## config.mk

```make
export PLATFORM = sky130hd
export DESIGN_NAME = dpram_fifo_ctrl
export DESIGN_NICKNAME = d
export VERILOG_FILES = /design/src/rtl/dpram_fifo_ctrl_pkg.sv /design/src/rtl/dpram_skid_buf.sv /design/src/rtl/dpram_fifo_ctrl.sv
export SDC_FILE = /design/constraint.sdc
export NUM_CORES = 1
export LEC_CHECK = 0
export CAP_MARGIN = 20
export CORE_ASPECT_RATIO = 0.9
export CORE_MARGIN = 4
export CORE_UTILIZATION = 30
export CTS_BUF_LIST = sky130_fd_sc_hd__clkbuf_8
export CTS_CLUSTER_SIZE = 28
export DETAILED_ROUTE_END_ITERATION = 8
export GPL_ROUTABILITY_DRIVEN = 1
export HOLD_SLACK_MARGIN = 0.15
export PLACE_DENSITY_LB_ADDON = 0.3
export SLEW_MARGIN = 20
export SYNTH_ARGS = -nofsm -noshare
export SYNTH_HDL_FRONTEND = slang
export SYNTH_SLANG_ARGS = --single-unit
```

## constraint.sdc

```tcl
create_clock -name clk -period 5.1 [get_ports clk]
set_input_delay 0.765 -clock clk [delete_from_list [all_inputs] [get_ports clk]]
set_output_delay 0.765 -clock clk [all_outputs]
set_load 0.01 [all_outputs]
```

## src/rtl/dpram_fifo_ctrl_pkg.sv

```systemverilog
// Shared constants for the dual-port-RAM FIFO controller and its output skid buffer.
// Latency: n/a (constants only).
// Backpressure: n/a.
package dpram_fifo_ctrl_pkg;

    // Output skid buffer depth; also the number of RAM reads that may be outstanding
    // or buffered before the controller stops issuing.
    localparam int SKID_DEPTH = 2;
    localparam int SKID_CNT_W = 2;

endpackage

```

## src/rtl/dpram_skid_buf.sv

```systemverilog
// Two-entry valid/ready holding buffer between the RAM read port and the consumer.
// Latency: a pushed word is visible at head the cycle after the push edge.
// Backpressure: none internally; the caller only pushes when a slot is guaranteed free.
//
// Ports: clk/rst (sync, active-high); push/push_data write the tail; pop drops the
// head (ignored while empty); head is the oldest word (0 while empty); count = 0..2.
module dpram_skid_buf
    import dpram_fifo_ctrl_pkg::*;
#(
    parameter int DATA_W = 8
) (
    input  logic                  clk,
    input  logic                  rst,
    input  logic                  push,
    input  logic [DATA_W-1:0]     push_data,
    input  logic                  pop,
    output logic [DATA_W-1:0]     head,
    output logic [SKID_CNT_W-1:0] count
);

    logic [DATA_W-1:0] mem [SKID_DEPTH];
    logic              wr_idx;
    logic              rd_idx;
    logic              pop_ok;

    assign pop_ok = pop && (count != '0);
    assign head   = (count != '0) ? mem[rd_idx] : '0;

    always_ff @(posedge clk) begin
        if (rst) begin
            wr_idx <= 1'b0;
            rd_idx <= 1'b0;
            count  <= '0;
            for (int i = 0; i < SKID_DEPTH; i++) begin
                mem[i] <= '0;
            end
        end else begin
            if (push) begin
                mem[wr_idx] <= push_data;
                wr_idx      <= ~wr_idx;
            end
            if (pop_ok) begin
                rd_idx <= ~rd_idx;
            end
            count <= count + SKID_CNT_W'(push) - SKID_CNT_W'(pop_ok);
        end
    end

endmodule

```

## src/rtl/dpram_fifo_ctrl.sv

```systemverilog
// Streams a producer through an 8x64 dual-port RAM (A = write, B = read) as a FWFT FIFO.
// Latency: a word accepted in cycle N (written at the following edge) is on rd_data in cycle N+3.
// Backpressure: wr_ready drops when the RAM holds 64 words; consumer stalls fill the skid first.
//
// Ports: clk, rst (sync, active-high); wr_valid/wr_ready/wr_data producer stream;
// rd_valid/rd_ready/rd_data consumer stream; level = RAM + in-flight + skid words (0..66);
// ram_* drive the RAM beside this block, ram_q_b is its registered port-B read data.
module dpram_fifo_ctrl
    import dpram_fifo_ctrl_pkg::*;
#(
    parameter int DATA_W = 8,
    parameter int ADDR_W = 6
) (
    input  logic              clk,
    input  logic              rst,
    input  logic              wr_valid,
    output logic              wr_ready,
    input  logic [DATA_W-1:0] wr_data,
    output logic              rd_valid,
    input  logic              rd_ready,
    output logic [DATA_W-1:0] rd_data,
    output logic [ADDR_W+1:0] level,
    output logic              ram_we_a,
    output logic [ADDR_W-1:0] ram_addr_a,
    output logic [DATA_W-1:0] ram_data_a,
    output logic              ram_we_b,
    output logic [ADDR_W-1:0] ram_addr_b,
    output logic [DATA_W-1:0] ram_data_b,
    input  logic [DATA_W-1:0] ram_q_b
);

    localparam int DEPTH = 2 ** ADDR_W;
    localparam int CNT_W = ADDR_W + 1;
    localparam int LVL_W = ADDR_W + 2;

    logic [CNT_W-1:0]      wr_ptr;
    logic [CNT_W-1:0]      rd_ptr;
    logic [CNT_W-1:0]      ram_cnt;
    logic [CNT_W-1:0]      ram_cnt_nxt;
    logic                  inflight;
    logic [SKID_CNT_W-1:0] skid_cnt;
    logic [SKID_CNT_W-1:0] skid_cnt_nxt;
    logic [2:0]            slots_used;
    logic                  wr_fire;
    logic                  rd_fire;
    logic                  rd_issue;

    assign wr_ready = (ram_cnt < CNT_W'(DEPTH));
    assign wr_fire  = wr_valid && wr_ready;
    assign rd_valid = (skid_cnt != '0);
    assign rd_fire  = rd_valid && rd_ready;

    // Skid slots that stay claimed past this edge. Counting this cycle's pop as a
    // freed slot is what lets the 2-cycle issue-to-capture loop run at 1 word/cycle.
    assign slots_used = 3'(skid_cnt) + 3'(inflight) - 3'(rd_fire);

    // ram_cnt is the registered count, so a word being written this cycle is never
    // the target of a read issued in the same cycle.
    assign rd_issue = (ram_cnt != '0) && (slots_used < 3'(SKID_DEPTH));

    assign ram_we_a   = wr_fire;
    assign ram_addr_a = wr_ptr[ADDR_W-1:0];
    assign ram_data_a = wr_data;

    // When no read is issued, port B is parked one address past the write so an idle
    // read never lands on the location being written (its data is discarded anyway).
    assign ram_addr_b = (wr_fire && !rd_issue) ? (wr_ptr[ADDR_W-1:0] + ADDR_W'(1))
                                               : rd_ptr[ADDR_W-1:0];
    assign ram_we_b   = 1'b0;
    assign ram_data_b = '0;

    assign ram_cnt_nxt  = ram_cnt + CNT_W'(wr_fire) - CNT_W'(rd_issue);
    assign skid_cnt_nxt = skid_cnt + SKID_CNT_W'(inflight) - SKID_CNT_W'(rd_fire);

    always_ff @(posedge clk) begin
        if (rst) begin
            wr_ptr   <= '0;
            rd_ptr   <= '0;
            ram_cnt  <= '0;
            inflight <= 1'b0;
            level    <= '0;
        end else begin
            if (wr_fire) begin
                wr_ptr <= wr_ptr + CNT_W'(1);
            end
            if (rd_issue) begin
                rd_ptr <= rd_ptr + CNT_W'(1);
            end
            ram_cnt  <= ram_cnt_nxt;
            inflight <= rd_issue;
            level    <= LVL_W'(ram_cnt_nxt) + LVL_W'(rd_issue) + LVL_W'(skid_cnt_nxt);
        end
    end

    // The wrapped pointer distance must always agree with the occupancy counter.
    always_ff @(posedge clk) begin
        if (!rst) begin
            assert (CNT_W'(wr_ptr - rd_ptr) == ram_cnt);
        end
    end

    // The RAM read data is valid exactly one cycle after issue; capture it then.
    dpram_skid_buf #(
        .DATA_W (DATA_W)
    ) u_skid (
        .clk       (clk),
        .rst       (rst),
        .push      (inflight),
        .push_data (ram_q_b),
        .pop       (rd_fire),
        .head      (rd_data),
        .count     (skid_cnt)
    );

endmodule
```

==> results of run 1 <==
==> worst min path at each step <==
stage,from,end,slack (ps),cells after the start
CTS,u_skid.rd_idx,u_skid.rd_idx,520,2
global route,u_skid.rd_idx,u_skid.rd_idx,530,2
floorplan,u_skid.rd_idx,flip-flop,470,2
global placement,u_skid.rd_idx,u_skid.rd_idx,490,2
detailed placement,u_skid.rd_idx,flip-flop,500,2
finish,u_skid.rd_idx,u_skid.rd_idx,530,2
==> per-stage QoR <==
| step | power (mW) | std cells | setup slack [ps] |
|---|---|---|---|
| floorplan | 1.71 | 287 | 930 |
| CTS | 2.44 | 434 | 540 |
| global route | 2.65 | 434 | 383 |
| detailed placement | 2.16 | 426 | 354 |
| global placement | 2.15 | 426 | 512 |
| finish | 2.39 | 434 | 583 |
==> cell families after synthesis <==
family / synth area share, %
compound gates: 6.82
xor+xnor: 9.42
fa+ha+maj: 9.93
buf+inv: 8.82
flops: 42.3
mux: 4.18
other cells: 0.139
simple gates: 18.4
==> Yosys cell counts, types with 4 or more instances <==
master	n	area [µm²]
nand2_1	7	26.3
buf_4	17	128
mux2i_1	9	90.1
nand4_1	5	31.3
a21oi_1	10	50.1
edfxtp_1	16	480
fa_1	4	80.1
xor2_1	14	123
nor2_1	45	169
ha_1	15	188
and2_1	17	106
xnor2_1	15	131
dfxtp_1	33	661
inv_1	21	78.8
clkbuf_1	6	22.5
==> cells in the final DEF (no fill, tap or decap), types with 2 or more instances in the layout <==
cell and n:
clkbuf_8 5, and3_1 3, or3_1 2, and2_1 17
nor3_1 2, xnor2_1 15, nor3b_1 3, nor2_1 45
xor2_1 14, nand4_1 5, mux2i_1 9, fa_1 4
a21o_1 3, nand2b_1 2, nor2b_1 3, ha_1 15
inv_1 22, nand3_1 3, dfxtp_1 33, o21ai_0 2
a21oi_1 10, conb_1 9, buf_4 3, clkdlybuf4s50_1 42
edfxtp_1 16, nand2_1 7
==> metal layers <==
metal / vias to the layer above / share of wire, %
met3: 7 / 3.4
li1: 957 / -
met4: 0 / 1.1
met1: 851 / 47
met5: - / 0
met2: 23 / 49
==> registers in the layout (all words and copies together), names as in the netlist, named ones only <==
name and flops:
inflight 1, level 8, ram_cnt 7, rd_ptr 6, u_skid.count 2, u_skid.mem 16
u_skid.rd_idx 1, u_skid.wr_idx 1, wr_ptr 6
==> critical path: cells and delay by family <==
kind,cells,cell delay [ps]
AO/OA/AOI/OAI,2,220
adder cells (fa/ha/maj),1,400
multiplexers,1,380
buffers and inverters,3,1170
XOR/XNOR,1,230
AND/OR/NAND/NOR,3,580
==> final cells by class <==
type                       instances  area share (%)
clock buffer                       5            2.11
clock inverter                     3            1.15
inverter                          21            2.41
multi-input combinational        192            41.3
sequential                        49            34.9
tap                              119            4.56
timing repair buffer              45            13.6
==> report_power, final <==
part	switching (mW)	leakage [nW]	total, mW	internal (mW)
sequential	0.0733	0.440	0.600	0.526
clock	0.124	0.0570	0.267	0.143
combinational	0.812	0.815	1.53	0.716
total	1.01	1.31	2.39	1.39
==> metrics.txt, run 1 <==
status finished clean; Hold Buf Count CTS 0; Min-Delay Path Class flip-flop to flip-flop; final period utilization between 80% and 90%; WL final between 5000 and 6000 µm; r2r worst-path depth 16; Worst Tran Pin Value between 800 and 900 ps; Root Buffer clkbuf_8; CTS Sinks slightly below 50; vias around 1800; area of the multi-input gates around 1300 µm²; DRT antenna net count 0; crit path DAT around 3800 ps; Seq cells post-synth 49; post-CTS sizing 0; Max H-tree Level 2; Sum Neg Setup Slack 0 ps; IO Port Bufs 42; Post-DP HPWL approximately 4000 µm; Clk pin slew, worst setup/hold paths 80 ps; # diodes 0; area growth from synthesis to layout 21.1%; share of post-route cells with drive strength above 1 5.40%; # DRC 0; Tmin final ~4500 ps; starting density of the core 31.2%; largest net degree at the start of global routing 33; mapped cell area about 2700 µm²; Synth cell types between 40 and 50; sequential cell area between 1000 and 1500 µm²; CP max-delay cell clkdlybuf4s50_1; Via density 4.24; Final Setup Violations 0; initial antenna violation count 0; total gr overflow 0; CP endpoint kind primary output; maximum vdd drop ~0.40 mV; Critical Path Max Stage Delay around 500 ps; Hold Vio Cnt, Final 0; critical path launch point type primary input; met2 Use GR between 15 and 20%; first-pass GRT wire length between 8000 and 9000 µm; Clock Path Buffers 2; crit path to ram_addr_b[1]; WP data required approximately 4300 ps; DR WL/cell between 10 and 15 µm; f_max 0.221 GHz; busiest grt layer met2; cts bufs inserted 5; worst rel slew slack 41.3%; number of global-route vias before repair between 1500 and 2000; reg2reg start u_skid.count[1]; met1 Track Usage GR between 10% and 20%; Layout Nets between 300 and 400; Final Hold Slack approximately 530 ps; Setup Crit Path Kind primary input to primary output; Synth Flop Type dfxtp_1; Yosys Warn Count 0; Worst-Skew Late Latency approximately 290 ps; final count of pins violating max slew 0; row count 32; Filler cells between 800 and 900; GR Util All Layers 10.5%; IO Count just under 70; full die area between 10000 and 15000 µm²; CP max FO 11; Mapped Cells between 200 and 300; Async SR Flop Fraction 0%; critical path cell sequence clkdlybuf4s50_1, nand2_1, nor2_1, o21ai_0, fa_1, xor2_1, a311oi_4, buf_4, nor2_2, mux2_1, clkdlybuf4s50_1; Layout Skew 5.32 ps; GR Util met3 ~2.3%; Die Ht roughly 100 µm; Mean Syn Cell Area ~9.7 µm²; Post-CTS Setup Bufs 0; post-route core utilization 37.8%; fin area approximately 3300 µm²; gp weighted congestion between 0.7 and 0.8; most frequent CP cell clkdlybuf4s50_1; R2R Setup Slk between 1000 and 1500 ps; crit path launch rd_ready; EDFF count, synth 16; Die Width approximately 110 µm; dpl cell area 3160 µm²; TritonCTS clock tree done; RSZ-0062 raised after global routing no; DRT iter0 DRCs 36; max-cap viol count 0; Worst R2R End level[4]; drt pass-1 iters 4; core footprint between 8000 and 9000 µm²; Leak Pwr between 1 and 1.5 nW; register area share after synthesis about 42%; PD cells approximately 730 nW/µm²
No activity file was read; power rests on OpenSTA's default activity.
==> run 2: changes to the inputs <==
- CORE_UTILIZATION: 30 -> 50
==> run 2 against run 1 <==
- clock power up 20%
- count of clock-buffer cells in the layout unchanged
- largest cell class unchanged
- sequential share of layout area up 0.49 points
- utilization up 24 points
- clock skew down 0.78 ps
- hold slack worse by 6.6 ps
- highest routed layer unchanged
- die area down 37%
==> metrics.txt, run 2 (synthesis gave the netlist of run 1 again) <==
worst rel slew slack 47.1% (+5.8 points); Placed Cells 373 (-12%); Max H-tree Level 2 (unchanged); commonest cells after routing, fill and taps aside nor2_1, clkdlybuf4s50_1, dfxtp_1, inv_1, and2_1; r2r worst-path depth 16 (unchanged); # diodes 0 (unchanged); met1 Track Usage GR 18.9% (+4.8 points); GR Util All Layers 14.6% (+4.1 points); GR Util met3 3.18% (+0.87 points); Die Width 85.4 µm (-21%); RSZ-0062 raised after global routing no; crit path to ram_addr_b[1]; final count of pins violating max slew 0 (unchanged); CP max-delay cell clkdlybuf4s50_1; Clk pin slew, worst setup/hold paths 80 ps (about the same); commonest non-fill, non-tap cell in the layout nor2_1; area growth from synthesis to layout 19.4%; Worst Tran Pin Value 792 ps (-86.7 ps); most frequent CP cell clkdlybuf4s50_1; crit path launch rd_ready; Final Non-Filler Cells 381 (-12%); share of post-route cells with drive strength above 1 5.73% (+0.34 points); critical path cell sequence clkdlybuf4s50_1, nand2_1, nor2_1, o21ai_0, fa_1, xor2_1, a311oi_4, buf_4, nor2_2, mux2_1, clkdlybuf4s50_1; initial antenna violation count 0 (unchanged); Worst R2R End level[6]; top flop regs u_skid.mem x16, level x8, ram_cnt x7; DRT iter0 DRCs 80 (+120%); largest net degree at the start of global routing 38 (+15%); total power 2.43 mW (+1.3%); R2R Setup Slk 1200 ps (+20 ps); met2 Use GR 24.3% (+7.2 points); Switching Share 40.9% (-1.3 points); Die Ht 77.7 µm (-21%); IO Port Bufs 42 (unchanged); PD cells 753 nW/µm² (+2.7%); cell count along the critical path 11 (unchanged); cts bufs inserted 5 (unchanged); TritonCTS clock tree done; Post-DP HPWL 3540 µm (-12%); Biggest register u_skid.mem; register share of total power 24.7% (-0.3 points); reg2reg start u_skid.count[1]; first-pass GRT wire length 7800 µm (-13%); full die area 6630 µm² (-37%); DRT antenna net count 0 (unchanged); Setup Crit Path Kind primary input to primary output; Worst-Skew Late Latency 300 ps (about the same); Internal Dissipation 1.43 mW (+3.5%); starting density of the core 51.6% (+20 points); core footprint 5220 µm² (-40%); CTS Sinks 49 (unchanged); gp weighted congestion 0.863 (+13%); IO Count 68 (unchanged); Min-Delay Path Class flip-flop to flip-flop; Clock Path Buffers 2 (unchanged); post-CTS sizing 0 (unchanged); vias 1849 (+0.60%); row count 25 (-22%); worst path bufs/invs 3 (unchanged); dpl cell area 3090 µm² (-2.3%); switching power 0.991 mW (-1.8%); Root Buffer clkbuf_8; max FFs per register 16 (unchanged); # DRC 0 (unchanged); worst hold path cell count 2 (unchanged); family with the most delay on the worst path buffers and inverters; Clk network pwr share 13.2% (+2.0 points); status finished clean; busiest grt layer met2; critical path launch point type primary input; CP endpoint kind primary output; Layout Nets 352 (-0.28%); total gr overflow 0 (unchanged); f_max 0.221 GHz (-0.20%); fin area 3220 µm² (-1.4%); max-cap viol count 0 (unchanged); Sum Neg Setup Slack 0 ps (unchanged); final period utilization 88.7% (+0.18 points); Tmin final 4530 ps (+8.99 ps); maximum vdd drop 0.570 mV (+43%); CP max FO 11 (unchanged); Post-CTS Setup Bufs 0 (unchanged); Via density 4.85 (+15%); WP data required 4340 ps (about the same); Comb power frac 62.1% (-1.7 points); Leak Pwr 1.32 nW (+0.44%); WL final 4780 µm (-10%); Final Setup Violations 0 (unchanged); crit path DAT 3760 ps (about the same); drt pass-1 iters 4 (unchanged); Layout Skew 4.54 ps (-0.780 ps); number of global-route vias before repair 1720 (-8.1%); Hold Vio Cnt, Final 0 (unchanged); DR WL/cell 12.5 µm (+2.2%); Critical Path Max Stage Delay 510 ps (about the same); Hold Buf Count CTS 0 (unchanged)
run 2: per-stage QoR:
step	setup WS (ps)	util, %	hold WS (ps)
6_report	574	61.7	519
5_1_grt	425	61.7	548
4_1_cts	569	61.7	521
3_5_place_dp	397	59.1	494
3_3_place_gp	487	59.1	489
2_1_floorplan	930	-	472
run 2: power groups by stage:
stage                     Sequential, mW  Combinational (mW)  Clock (mW)
after global routing               0.613                1.68       0.345
after CTS                          0.600                1.52       0.327
after detailed placement           0.609                1.51           0
final                              0.599                1.51       0.320
after global placement             0.605                1.48           0
after floorplan                    0.597                1.11           0
run 2: how the worst min path moves through the flow:
stage / start / end / slack, ps
after floorplan: u_skid.rd_idx / flip-flop / 470
after global routing: u_skid.rd_idx / flip-flop / 550
after detailed placement: u_skid.rd_idx / flip-flop / 490
after global placement: u_skid.rd_idx / u_skid.rd_idx / 490
final: u_skid.rd_idx / flip-flop / 520
after CTS: u_skid.rd_idx / flip-flop / 520
run 2: worst reg2reg max path, stage by stage, from the launching register on:
cell,delay (ps)
dfxtp_1,470
nand2_1,80
nor2_1,170
o21ai_0,140
fa_1,390
xor2_1,170
a311oi_4,300
ha_1,160
inv_1,40
ha_1,200
fa_1,520
inv_1,80
fa_1,450
nor3b_1,210
mux2_2,220
a22o_1,130
a21oi_1,60
run 2: layout make-up:
class,instances,area (µm²)
Inverter,21,78.8
Sequential cell,49,1140
Fill cell,433,2000
Multi-Input combinational cell,192,1350
Clock buffer,5,68.8
Tap cell,67,83.8
Clock inverter,3,65.1
Timing Repair Buffer,44,435
run 2: routing by layer:
layer | wire length (µm) | up-vias
met2 | 2300 | 33
met1 | 2300 | 855
li1 | - | 959
met3 | 151 | 2
met5 | 0 | -
met4 | 21 | 0
==> run 3: changes to the inputs <==
- CORE_UTILIZATION: 50 -> 39
==> run 3 against run 2 <==
- non-clock buffer count unchanged
- cell count rose by 6.0%
- count of clock-buffer cells in the layout grew 1
- global-route usage decreased by 1.7 points
- first-iteration DRC count shrank 70%
- largest cell class unchanged
- combinational power about the same
- setup slack improved by 54 ps
- highest routed layer unchanged
- sequential power is essentially flat
- sequential cell count did not move
- largest power group unchanged
- utilization down 13 points
==> metrics.txt, run 3 (synthesis gave the netlist of run 1 again) <==
status finished clean; commonest cells after routing, fill and taps aside nor2_1, clkdlybuf4s50_1, dfxtp_1, inv_1, and2_1; CTS Sinks 49 (unchanged); RSZ-0062 raised after global routing no; f_max 0.224 GHz (+1.2%); post-route core utilization 48.2% (-13 points); DRT antenna net count 0 (unchanged); family with the most delay on the worst path buffers and inverters; vias 1888 (+2.1%); # diodes 0 (unchanged); row count 28 (+12%); post-CTS sizing 0 (unchanged); WL final 4940 µm (+3.4%); Root Buffer clkbuf_8; commonest non-fill, non-tap cell in the layout nor2_1; Clk pin slew, worst setup/hold paths 90 ps (about the same); DR WL/cell 12.2 µm (-2.5%); Place WS 408 ps (+11.5 ps); reg2reg start u_skid.count[1]; Hold Buf Count CTS 0 (unchanged); R2R Setup Slk 1260 ps (+60 ps); crit path to ram_addr_b[1]; crit path DAT 3710 ps (-50 ps); Worst R2R End level[4]; GR Util All Layers 12.8% (-1.7 points); Layout Nets 352 (unchanged); Tmin final 4470 ps (-53.7 ps); critical path cell sequence clkdlybuf4s50_1, nand2_1, nor2_1, o21ai_0, fa_1, xor2_1, a311oi_4, buf_4, nor2_2, mux2_1, clkdlybuf4s50_1; DRT iter0 DRCs 24 (-70%); Critical Path Max Stage Delay 510 ps (about the same); Die Width 95.6 µm (+12%); full die area 8310 µm² (+25%); Max H-tree Level 2 (unchanged); Sum Neg Setup Slack 0 ps (unchanged); total gr overflow 0 (unchanged); share of post-route cells with drive strength above 1 5.41% (-0.32 points); core footprint 6660 µm² (+27%); final count of pins violating max slew 0 (unchanged); Leak Pwr 1.30 nW (-1.5%); drt pass-1 iters 4 (unchanged); initial antenna violation count 0 (unchanged); largest net degree at the start of global routing 38 (unchanged); max FFs per register 16 (unchanged); PD cells 737 nW/µm² (-2.2%); Via density 4.67 (-3.7%); starting density of the core 40.5% (-11 points); Min-Delay Path Class flip-flop to flip-flop; Final Setup Violations 0 (unchanged); # DRC 0 (unchanged); Biggest register u_skid.mem; number of global-route vias before repair 1796 (+4.4%); Worst-Skew Late Latency 300 ps (about the same); Setup Crit Path Kind primary input to primary output; Post-DP HPWL 3730 µm (+5.6%); maximum vdd drop 0.458 mV (-20%); Layout Skew 10.8 ps (+6.26 ps); first-pass GRT wire length 8320 µm (+6.6%); area of the multi-input gates 1350 µm² (unchanged); top flop regs u_skid.mem x16, level x8, ram_cnt x7; worst rel slew slack 39.1% (-8.0 points); most frequent CP cell clkdlybuf4s50_1; Worst Tran Pin Value 911 ps (+119 ps); Clock Path Buffers 2 (unchanged); Filler cells 658 (+52%); total power 2.36 mW (-2.6%); cts bufs inserted 5 (unchanged); worst path bufs/invs 3 (unchanged); crit path launch rd_ready; Die Ht 86.9 µm (+12%); final period utilization 87.7% (-1.1 points); TritonCTS clock tree done; CP max-delay cell clkdlybuf4s50_1; CP endpoint kind primary output; area growth from synthesis to layout 18.9%; Post-CTS Setup Bufs 0 (unchanged); setup ws final 628 ps (+53.7 ps); WP data required 4340 ps (about the same); Hold Vio Cnt, Final 0 (unchanged); max-cap viol count 0 (unchanged); r2r worst-path depth 16 (unchanged); sequential cell area 1140 µm² (unchanged); IO Port Bufs 42 (unchanged); cell count along the critical path 11 (unchanged); critical path launch point type primary input; CP max FO 11 (unchanged); IO Count 68 (unchanged); gp weighted congestion 0.779 (-9.8%)
-- run 3: layout make-up --
cell class / instances / area share, %
Sequential cell: 49 / 35.6
Clock inverter: 2 / 0.273
Multi-Input combinational cell: 192 / 42.0
Clock buffer: 6 / 2.58
Timing Repair Buffer: 44 / 13.6
Inverter: 21 / 2.46
Tap cell: 90 / 3.51
-- run 3: worst min path at each step --
stage             startpoint             to  slack (ps)  depth (start not counted)
6_report           wr_ptr[1]      wr_ptr[1]         520                          2
5_1_grt            wr_ptr[1]      wr_ptr[1]         550                          2
4_1_cts            wr_ptr[1]      wr_ptr[1]         520                          2
3_5_place_dp   u_skid.rd_idx  u_skid.rd_idx         510                          2
3_3_place_gp   u_skid.rd_idx  u_skid.rd_idx         490                          2
2_1_floorplan  u_skid.rd_idx      flip-flop         470                          2
-- run 3: metal layers --
| metal | GRT usage (%) | vias up | wire (µm) |
|---|---|---|---|
| li1 | - | 960 | - |
| met1 | 17.8 | 880 | 2360 |
| met2 | 19.5 | 43 | 2270 |
| met3 | 3.89 | 5 | 254 |
| met4 | 3.49 | 0 | 51 |
| met5 | 0 | - | 0 |
-- run 3: metrics by stage --
stage / std cells / area (µm²) / hold slack, ps
after floorplan: 287 / 2730 / 472
after global placement: 396 / 3120 / 490
after detailed placement: 396 / 3120 / 506
after CTS: 404 / 3210 / 521
after global routing: 404 / 3210 / 548
final: 404 / 3210 / 519
-- run 3: report_power, final --
group,leakage [nW],total [mW],switching (mW),internal [mW]
Sequential,0.440,0.600,0.0738,0.526
Clock,0.0486,0.230,0.123,0.108
Combinational,0.809,1.53,0.814,0.718
Total,1.30,2.36,1.01,1.35
-- run 3: worst min-delay path: cells and delay by family (launching register included) --
family / cells / cell delay (ps)
AO/OA/AOI/OAI: 1 / 50
flip-flops: 1 / 360
AND/OR/NAND/NOR: 1 / 70
